**src/rtl/pin_entry_ctrl.sv**
```systemverilog
// pin_entry_ctrl: keypad PIN entry with compare and timed unlock/err/lockout holds (lockout under `PIN_LOCKOUT_EN).
// Latency: a press acts 3 clk_in edges after the level rises; an enter adds one CHECK cycle before unlock/err.
// Backpressure: none; edges arriving outside ENTRY are dropped, and a level held across a state change never re-fires.
module pin_entry_ctrl #(
  parameter int                   PIN_LEN       = 4,
  parameter logic [PIN_LEN*4-1:0] PIN           = 16'h1234,
  parameter logic [31:0]          UNLOCK_CYCLES = 32'd250_000_000,
  parameter logic [31:0]          ERR_CYCLES    = 32'd50_000_000,
  parameter logic [31:0]          LOCK_CYCLES   = 32'd1_500_000_000,
  parameter int                   MAX_FAIL      = 3
) (
  input  logic       clk_in,
  input  logic       rst,
  input  logic       btn_inc,
  input  logic       btn_next,
  input  logic       btn_enter,
  output logic [3:0] cur_digit,
  output logic [2:0] digit_cnt,
  output logic       unlock,
  output logic       err,
  output logic       locked_out
);

  // Reject configurations the counters cannot represent.
  if (PIN_LEN < 1 || PIN_LEN > 7 || MAX_FAIL < 1 || MAX_FAIL > 7 ||
      UNLOCK_CYCLES == 32'd0 || ERR_CYCLES == 32'd0 || LOCK_CYCLES == 32'd0) begin : g_bad_cfg
    $error("pin_entry_ctrl: parameter out of range");
  end

  localparam logic [2:0] PIN_LEN_C = 3'(PIN_LEN);

`ifdef PIN_LOCKOUT_EN
  localparam logic [2:0] MAX_FAIL_C = 3'(MAX_FAIL);
  typedef enum logic [2:0] {ST_ENTRY, ST_CHECK, ST_OPEN, ST_FAIL, ST_LOCKOUT} state_t;
`else
  typedef enum logic [1:0] {ST_ENTRY, ST_CHECK, ST_OPEN, ST_FAIL} state_t;
`endif

  state_t                 state, state_nxt;
  logic [3:0]             digit_nxt;
  logic [2:0]             cnt_nxt;
  logic [PIN_LEN*4-1:0]   code_buf, buf_nxt;
  logic [31:0]            timer, timer_nxt;
  logic [2:0]             btn_raw, sync1, sync2, prev;
  logic [2:0]             btn_edge;   // {enter, next, inc}
  logic                   code_match;

`ifdef PIN_LOCKOUT_EN
  logic [2:0]             fail_cnt, fail_nxt;
`endif

  assign btn_raw    = {btn_enter, btn_next, btn_inc};
  assign btn_edge   = sync2 & ~prev;
  assign code_match = (digit_cnt == PIN_LEN_C) && (code_buf == PIN);

  // Two-flop synchronizer plus one history flop per button for rising-edge detection.
  always_ff @(posedge clk_in or posedge rst) begin
    if (rst) begin
      sync1 <= '0;
      sync2 <= '0;
      prev  <= '0;
    end else begin
      sync1 <= btn_raw;
      sync2 <= sync1;
      prev  <= sync2;
    end
  end

  // Next-state, digit editing, buffer commit and hold-timer control.
  always_comb begin
    state_nxt = state;
    digit_nxt = cur_digit;
    cnt_nxt   = digit_cnt;
    buf_nxt   = code_buf;
    timer_nxt = timer;
`ifdef PIN_LOCKOUT_EN
    fail_nxt  = fail_cnt;
`endif
    case (state)
      ST_ENTRY: begin
        if (btn_edge[2]) begin
          state_nxt = ST_CHECK;
        end else if (btn_edge[1]) begin
          // A full buffer swallows further commits.
          if (digit_cnt < PIN_LEN_C) begin
            buf_nxt[4*(PIN_LEN-1-int'(digit_cnt)) +: 4] = cur_digit;
            cnt_nxt   = digit_cnt + 3'd1;
            digit_nxt = 4'd0;
          end
        end else if (btn_edge[0]) begin
          digit_nxt = (cur_digit == 4'd9) ? 4'd0 : cur_digit + 4'd1;
        end
      end
      ST_CHECK: begin
        digit_nxt = 4'd0;
        cnt_nxt   = 3'd0;
        buf_nxt   = '0;
        if (code_match) begin
          state_nxt = ST_OPEN;
          timer_nxt = UNLOCK_CYCLES - 32'd1;
`ifdef PIN_LOCKOUT_EN
          fail_nxt  = 3'd0;
`endif
        end else begin
          state_nxt = ST_FAIL;
          timer_nxt = ERR_CYCLES - 32'd1;
`ifdef PIN_LOCKOUT_EN
          fail_nxt  = (fail_cnt == 3'd7) ? 3'd7 : fail_cnt + 3'd1;
`endif
        end
      end
      ST_OPEN: begin
        if (timer == 32'd0) state_nxt = ST_ENTRY;
        else                timer_nxt = timer - 32'd1;
      end
      ST_FAIL: begin
        if (timer == 32'd0) begin
          state_nxt = ST_ENTRY;
`ifdef PIN_LOCKOUT_EN
          if (fail_cnt >= MAX_FAIL_C) begin
            state_nxt = ST_LOCKOUT;
            timer_nxt = LOCK_CYCLES - 32'd1;
          end
`endif
        end else begin
          timer_nxt = timer - 32'd1;
        end
      end
`ifdef PIN_LOCKOUT_EN
      ST_LOCKOUT: begin
        if (timer == 32'd0) begin
          state_nxt = ST_ENTRY;
          fail_nxt  = 3'd0;
        end else begin
          timer_nxt = timer - 32'd1;
        end
      end
`endif
      default: state_nxt = ST_ENTRY;
    endcase
  end

  // State, datapath and registered indicators; indicators follow the next state so they are one-hot by construction.
  always_ff @(posedge clk_in or posedge rst) begin
    if (rst) begin
      state     <= ST_ENTRY;
      cur_digit <= 4'd0;
      digit_cnt <= 3'd0;
      code_buf  <= '0;
      timer     <= 32'd0;
      unlock    <= 1'b0;
      err       <= 1'b0;
    end else begin
      state     <= state_nxt;
      cur_digit <= digit_nxt;
      digit_cnt <= cnt_nxt;
      code_buf  <= buf_nxt;
      timer     <= timer_nxt;
      unlock    <= (state_nxt == ST_OPEN);
      err       <= (state_nxt == ST_FAIL);
    end
  end

`ifdef PIN_LOCKOUT_EN
  // Consecutive-failure count and lockout indicator.
  always_ff @(posedge clk_in or posedge rst) begin
    if (rst) begin
      fail_cnt   <= 3'd0;
      locked_out <= 1'b0;
    end else begin
      fail_cnt   <= fail_nxt;
      locked_out <= (state_nxt == ST_LOCKOUT);
    end
  end
`else
  assign locked_out = 1'b0;
`endif

endmodule

```
**config.mk**
```make
export PLATFORM = sky130hd
export DESIGN_NAME = pin_entry_ctrl
export DESIGN_NICKNAME = d
export VERILOG_FILES = /design/src/rtl/pin_entry_ctrl.sv
export SDC_FILE = /design/constraint.sdc
export NUM_CORES = 1
export LEC_CHECK = 0
export ABC_AREA = 1
export CORE_MARGIN = 2
export CORE_UTILIZATION = 40
export DETAILED_ROUTE_END_ITERATION = 16
export GPL_TIMING_DRIVEN = 0
export PLACE_DENSITY = 0.63
export SETUP_SLACK_MARGIN = 0.5
export SLEW_MARGIN = 20
export SYNTH_ARGS = -nofsm -noshare
export SYNTH_HDL_FRONTEND = slang
export SYNTH_SLANG_ARGS = --single-unit
```
**constraint.sdc**
```tcl
create_clock -name clk_in -period 5.45 [get_ports clk_in]
set_clock_uncertainty 0.2 [all_clocks]
set_input_delay 1.3625 -clock clk_in [delete_from_list [all_inputs] [get_ports clk_in]]
set_output_delay 1.3625 -clock clk_in [all_outputs]
set_load 0.1 [all_outputs]
```
==> results of run 1 <==
[metal layers]
metal / routed length [um] / track usage / part of all wire / vias to the layer above
met1: 4630 / 0.245 / 0.46 / 1673
met5: 0 / 0 / 0 / -
met3: 363 / 0.0474 / 0.036 / 19
li1: - / - / - / 1850
met2: 4820 / 0.331 / 0.48 / 72
met4: 236 / 0.0631 / 0.023 / 0
[flip-flops by register name, summed over array words and instances, names as in the netlist]
signal     cells
code_buf      16
unlock         1
sync1          3
timer         32
sync2          3
err            1
cur_digit      4
prev           3
state          2
digit_cnt      3
[cell type report]
cell class                      instances  area, um^2
Clock inverter                          5        60.1
Clock buffer                           11         151
Multi-Input combinational cell        419        2200
Tap cell                              136         170
Fill cell                            1034        5540
Sequential cell                        68        1700
Timing Repair Buffer                   14         158
Buffer                                 12         116
Inverter                               60         230
[metrics by stage]
| stage | util | cell area, um^2 | cells | hold WS [ns] |
|---|---|---|---|---|
| 2_1_floorplan | - | 4240 | 559 | 0.131 |
| 3_3_place_gp | 0.440 | 4540 | 708 | 0.133 |
| 3_5_place_dp | 0.443 | 4570 | 709 | 0.137 |
| 4_1_cts | 0.463 | 4780 | 725 | 0.155 |
| 6_report | 0.463 | 4780 | 725 | 0.153 |
| 5_1_grt | 0.463 | 4780 | 725 | 0.161 |
[power groups by stage]
| stage | logic, uW | clock network [uW] | registers, uW |
|---|---|---|---|
| after floorplan | 349 | 0 | 726 |
| after global placement | 487 | 0 | 689 |
| after detailed placement | 502 | 0 | 693 |
| after CTS | 506 | 459 | 684 |
| after global routing | 563 | 480 | 697 |
| final | 504 | 448 | 684 |
[synthesized netlist by cell type (2+ instances only)]
| cell type | number |
|---|---|
| nand2_2 | 16 |
| nand4_1 | 19 |
| ha_1 | 8 |
| o21ai_2 | 17 |
| nand2_4 | 4 |
| nand3b_1 | 2 |
| buf_4 | 2 |
| a21oi_4 | 2 |
| o21a_1 | 3 |
| nor2_4 | 7 |
| nand3_1 | 44 |
| nand2_1 | 145 |
| o21bai_1 | 5 |
| nor2_2 | 8 |
| dfrtp_1 | 68 |
| or2_2 | 4 |
| xor2_1 | 4 |
| inv_2 | 2 |
| a21oi_1 | 5 |
| nor3_1 | 5 |
| buf_6 | 4 |
| buf_12 | 2 |
| o21ai_1 | 9 |
| nor2_1 | 80 |
| inv_1 | 57 |
| clkbuf_1 | 2 |
| o21ai_0 | 22 |
[kinds of logic (layout without fill, tap and decap cells)]
group	Yosys count	in the layout	share of synthesized area
simple gates	339	339	0.376
fa+ha+maj	8	8	0.0236
other cells	1	1	0.000884
flops	68	68	0.401
compound gates	66	66	0.107
xor+xnor	5	5	0.0103
buf+inv	72	102	0.0811
[worst min path at each step]
stage	to	cells past startpoint	slack [ns]
CTS	sync2[0]$_DFF_PP0_	0	0.16
detailed placement	sync2[0]$_DFF_PP0_	0	0.14
global placement	sync2[2]$_DFF_PP0_	0	0.13
floorplan	sync2[0]$_DFF_PP0_	0	0.13
finish	sync2[0]$_DFF_PP0_	0	0.15
global route	sync2[1]$_DFF_PP0_	0	0.16
[placed cells by master (no fill, tap or decap), drive strengths merged, types with 6 or more instances in the layout]
cell / synthesis / layout
nand2: 166 / 166
nor2: 96 / 96
dfrtp: 68 / 68
inv: 60 / 60
o21ai: 48 / 48
nand3: 45 / 45
nand4: 19 / 19
clkdlybuf4s50: 0 / 13
clkbuf: 2 / 13
buf: 10 / 11
ha: 8 / 8
a21oi: 7 / 7
nor3: 6 / 6
==> out/qor.yml, run 1 <==
status: "finished, final reports clean"
rows: 37
cap_violations: 0
io-pin-count: 15
drc: 0
slowest_delay_ns: 1.20
drive_gt1_frac: 0.160
place_worst_setup_slack_ns: 2.15
worst-path-buf-inv: 1
slowest_stage: "clkdlybuf4s50_1"
p_seq_frac: 0.418
finalSetupViolCount: 0
power_frac_comb: 0.308
intPower_uw: 981
synth_top_area_share: 0.401
clock.fmax_ghz: 0.272
ys_types: 40
coreArea_mm2: 0.0103
swShare: 0.400
r2r-end: "code_buf[5]$_DFFE_PP0P_"
ir_drop_v: 0.000220
power_density_mw_per_mm2: 342
cts_buffer_depth: 2
endpoint_kind: "output pin"
yosysWarnings: 0
cp.depth: 1
drtAntennaViolNets: 0
crit_fanout: 9
cts_hold_buf: 0
worst_slack_ns: 1.78
period_share: 0.674
ys_seq_area_frac: 0.401
total_power_uw: 1640
crit_type: "flip-flop to output pin"
port_buffers: 13
ys.flop_type: "dfrtp_1"
synth.avg_cell_area_um2: 7.59
path_cells: "clkdlybuf4s50_1"
die_w_um: 107
grt_pass1_vias: 3591
timing.rr.start: "digit_cnt[0]$_DFFE_PP0P_"
startpoint_type: "flip-flop"
cts_setup_buffers: 0
vias: 3614
relSlewSlack: 0.344
cts-root-buf: "clkbuf_8"
syn-instance-count: 559
hold_path_class: "flip-flop to flip-flop"
clock_power_share: 0.274
first_iter_violations: 166
htree_num_levels: 3
synth_seq_cells: 68
crit_family: "buffers and inverters"
power_switching_uw: 655
period_needed_ns: 3.67
syn2layout_area_growth_pct: 12.8
critical_path_arrival_ns: 2.11
place.gp.congestion: 0.954
overflow: 0
endpoint: "digit_cnt[0]"
r2r_cells: 12
cts_sinks: 68
die_area_mm2: 0.0114
hold_viol: 0
dieHeight_um: 107
routed_wl_um: 10000
hpwl_um: 7560
grt_pass1_wl_um: 17400
antenna_found_initial: 0
ff2ff_setup_slack_ns: 2.87
wl_per_cell_um: 13.9
antenna_cells: 0
clkTransAtPathRegs_ns: 0.08
cts_tree: "built"
netlist_top_cells_area: "dfrtp_1 (40%), nand2_1 (13%), nor2_1 (7.1%)"
critPathRequiredTime_ns: 3.89
numCtsBuffers: 9
via_per_inst: 4.98
clk_latency_ns: 0.36
worstMarginPinSlew_ns: 0.981
synth_top_area_cell: "dfrtp_1"
hp-start: "sync1[0]$_DFF_PP0_"
post_synth_instance_area_mm2: 0.00424
synth_edf_count: 0
rsz0062_at_grt: "false"
grt_max_degree: 50
initial_core_util: 0.411
syn-num-nets: 572
cts_resized: 0
final_nets: 597
slew_viol_final: 0
dr.pass1.iters: 4
synthArstFlopShare: 1.00
grt_use_total: 0.195
fin_setup_tns_ns: 0
critical_path.startpoint: "digit_cnt[0]$_DFFE_PP0P_"
p_leak_uw: 0.00227
Note: power is estimated with default switching activity, not from simulation.
==> inputs of run 2 (changes only) <==
==> constraint.sdc (replaced) <==
create_clock -name clk_in -period 3.6 [get_ports clk_in]
set_clock_uncertainty 0.2 [all_clocks]
set_input_delay 0.9 -clock clk_in [delete_from_list [all_inputs] [get_ports clk_in]]
set_output_delay 0.9 -clock clk_in [all_outputs]
set_load 0.1 [all_outputs]
==> out/qor.yml, run 2 (synthesis gave the netlist of run 1 again) <==
status: "finished, final reports clean"
r2r_cells: 12  # unchanged
worst-path-buf-inv: 1  # unchanged
port_buffers: 13  # unchanged
hold_viol: 0  # unchanged
layout_commonest_cell: "nand2_1"
overflow: 0  # unchanged
grt_max_degree: 50  # unchanged
p_seq_frac: 0.418  # about the same
grt_pass1_vias: 3591  # unchanged
drive_gt1_frac: 0.160  # unchanged
vias: 3619  # +0.14%
dr.pass1.iters: 4  # unchanged
die_w_um: 107  # unchanged
cap_violations: 0  # unchanged
grt_pass1_wl_um: 17400  # unchanged
grt_use_total: 0.195  # unchanged
largestRegisters: "timer x32, code_buf x16, cur_digit x4"
ff2ff_setup_slack_ns: 1.02  # -1.85 ns
endpoint: "cur_digit[3]"
power_switching_uw: 989  # +51%
drc: 0  # unchanged
critical_path.startpoint: "cur_digit[3]$_DFFE_PP0P_"
drtAntennaViolNets: 0  # unchanged
stdcell_area_mm2: 0.00479  # +0.10%
hpwl_um: 7560  # unchanged
clock.fmax_ghz: 0.331
crit_type: "flip-flop to output pin"
endpoint_kind: "output pin"
antenna_found_initial: 0  # unchanged
cp.depth: 1  # unchanged
swShare: 0.400  # about the same
place.gp.congestion: 0.954  # unchanged
hold_path_class: "flip-flop to flip-flop"
crit_family: "buffers and inverters"
critical_path_arrival_ns: 1.92  # -0.19 ns
die_area_mm2: 0.0114  # unchanged
htree_num_levels: 3  # unchanged
slowest_delay_ns: 1.16  # -0.04 ns
clock_power_share: 0.274  # about the same
numCtsBuffers: 9  # unchanged
largest_reg_flops: 32  # unchanged
io-pin-count: 15  # unchanged
critPathRequiredTime_ns: 2.50  # -1.39 ns
clk_latency_ns: 0.36  # about the same
holdWs_ns: 0.153  # +0.0000410 ns
cts_buffer_depth: 2  # unchanged
total_power_uw: 2470  # +51%
initial_core_util: 0.411  # unchanged
period_share: 0.839
cts_sinks: 68  # unchanged
slowest_stage: "clkdlybuf4s50_1"
finalSetupViolCount: 0  # unchanged
r2r-end: "code_buf[5]$_DFFE_PP0P_"
power_density_mw_per_mm2: 516  # +51%
final_nets: 597  # unchanged
relSlewSlack: 0.345  # +0.00121
coreArea_mm2: 0.0103  # unchanged
intPower_uw: 1480  # +51%
p_leak_uw: 0.00233  # +2.6%
via_per_inst: 4.99  # +0.14%
mostFrequentLayoutCells: "nand2_1 (145), nor2_1 (80), dfrtp_1 (68)"
final_util: 0.464  # +0.000485
ir_drop_v: 0.000332  # +51%
crit_fanout: 4  # -5
wl_per_cell_um: 13.8  # -0.44%
first_iter_violations: 159  # -4.2%
slew_viol_final: 0  # unchanged
cts_setup_buffers: 0  # unchanged
dieHeight_um: 107  # unchanged
syn2layout_area_growth_pct: 12.9
clkTransAtPathRegs_ns: 0.08  # about the same
power_frac_comb: 0.307  # about the same
period_needed_ns: 3.02
timing.rr.start: "digit_cnt[0]$_DFFE_PP0P_"
startpoint_type: "flip-flop"
worstMarginPinSlew_ns: 0.979  # -0.00180 ns
rsz0062_at_grt: "false"
cts-root-buf: "clkbuf_8"
top_register: "timer"
routed_wl_um: 10000  # -0.44%
placed_cell_area_mm2: 0.00457  # unchanged
path_cells: "clkdlybuf4s50_1"
cts_tree: "built"
n_fill_cell: 1028  # -0.58%
antenna_cells: 0  # unchanged
rows: 37  # unchanged
run 2: layout make-up:
| type | count | area [um^2] | area share |
|---|---|---|---|
| sequential | 68 | 1700 | 0.355 |
| clock buffer | 11 | 151 | 0.0316 |
| tap | 136 | 170 | 0.0355 |
| clock inverter | 5 | 60.1 | 0.0125 |
| buffer | 12 | 116 | 0.0243 |
| inverter | 60 | 230 | 0.0481 |
| multi-input combinational | 419 | 2200 | 0.459 |
| timing repair buffer | 14 | 163 | 0.0340 |
run 2: per-layer routing:
layer  vias up  track usage  routed length [um]  share of wire
met2        63        0.331                4830           0.48
met5         -            0                   0              0
li1       1851            -                   -              -
met3        23       0.0474                 382          0.038
met4         0       0.0631                 250          0.025
met1      1682        0.245                4540           0.45
run 2: how the worst min path moves through the flow:
stage | start | endpoint | cells after the start
after floorplan | sync1[0]$_DFF_PP0_ | sync2[0]$_DFF_PP0_ | 0
after global placement | sync1[2]$_DFF_PP0_ | sync2[2]$_DFF_PP0_ | 0
after detailed placement | sync1[0]$_DFF_PP0_ | sync2[0]$_DFF_PP0_ | 0
after CTS | sync1[0]$_DFF_PP0_ | sync2[0]$_DFF_PP0_ | 0
after global routing | sync1[1]$_DFF_PP0_ | sync2[1]$_DFF_PP0_ | 0
final | sync1[0]$_DFF_PP0_ | sync2[0]$_DFF_PP0_ | 0
run 2: power groups by stage:
| stage | Clock (uW) | Combinational (uW) | Sequential, uW |
|---|---|---|---|
| 2_1_floorplan | 0 | 529 | 1100 |
| 3_3_place_gp | 0 | 737 | 1040 |
| 3_5_place_dp | 0 | 760 | 1050 |
| 4_1_cts | 695 | 762 | 1030 |
| 5_1_grt | 727 | 848 | 1050 |
| 6_report | 678 | 759 | 1030 |
run 2: worst register-to-register path, cell delays in order (launching register included):
cell	delay, ns
dfrtp_1	0.55
inv_1	0.13
nor3_1	0.27
inv_1	0.08
ha_1	0.36
inv_1	0.08
nand3b_1	0.09
nor2_1	0.13
nand3_1	0.18
nand2_1	0.11
nand2_1	0.10
nand2_1	0.08
o21ai_0	0.10
run 2: per-stage QoR:
step / worst slack, ns / cells / TNS [ns]
floorplan: 0.704 / 559 / 0
global placement: -0.430 / 708 / -29.08
detailed placement: 0.764 / 709 / 0
CTS: 0.502 / 725 / 0
global route: 0.507 / 725 / 0
finish: 0.581 / 725 / 0
run 2: timing repair:
action | CTS | global route
setup endpoints to repair | 2 | 3
hold buffers | 0 | 0
resized for setup | 2 | 3
pin swaps | 0 | 0
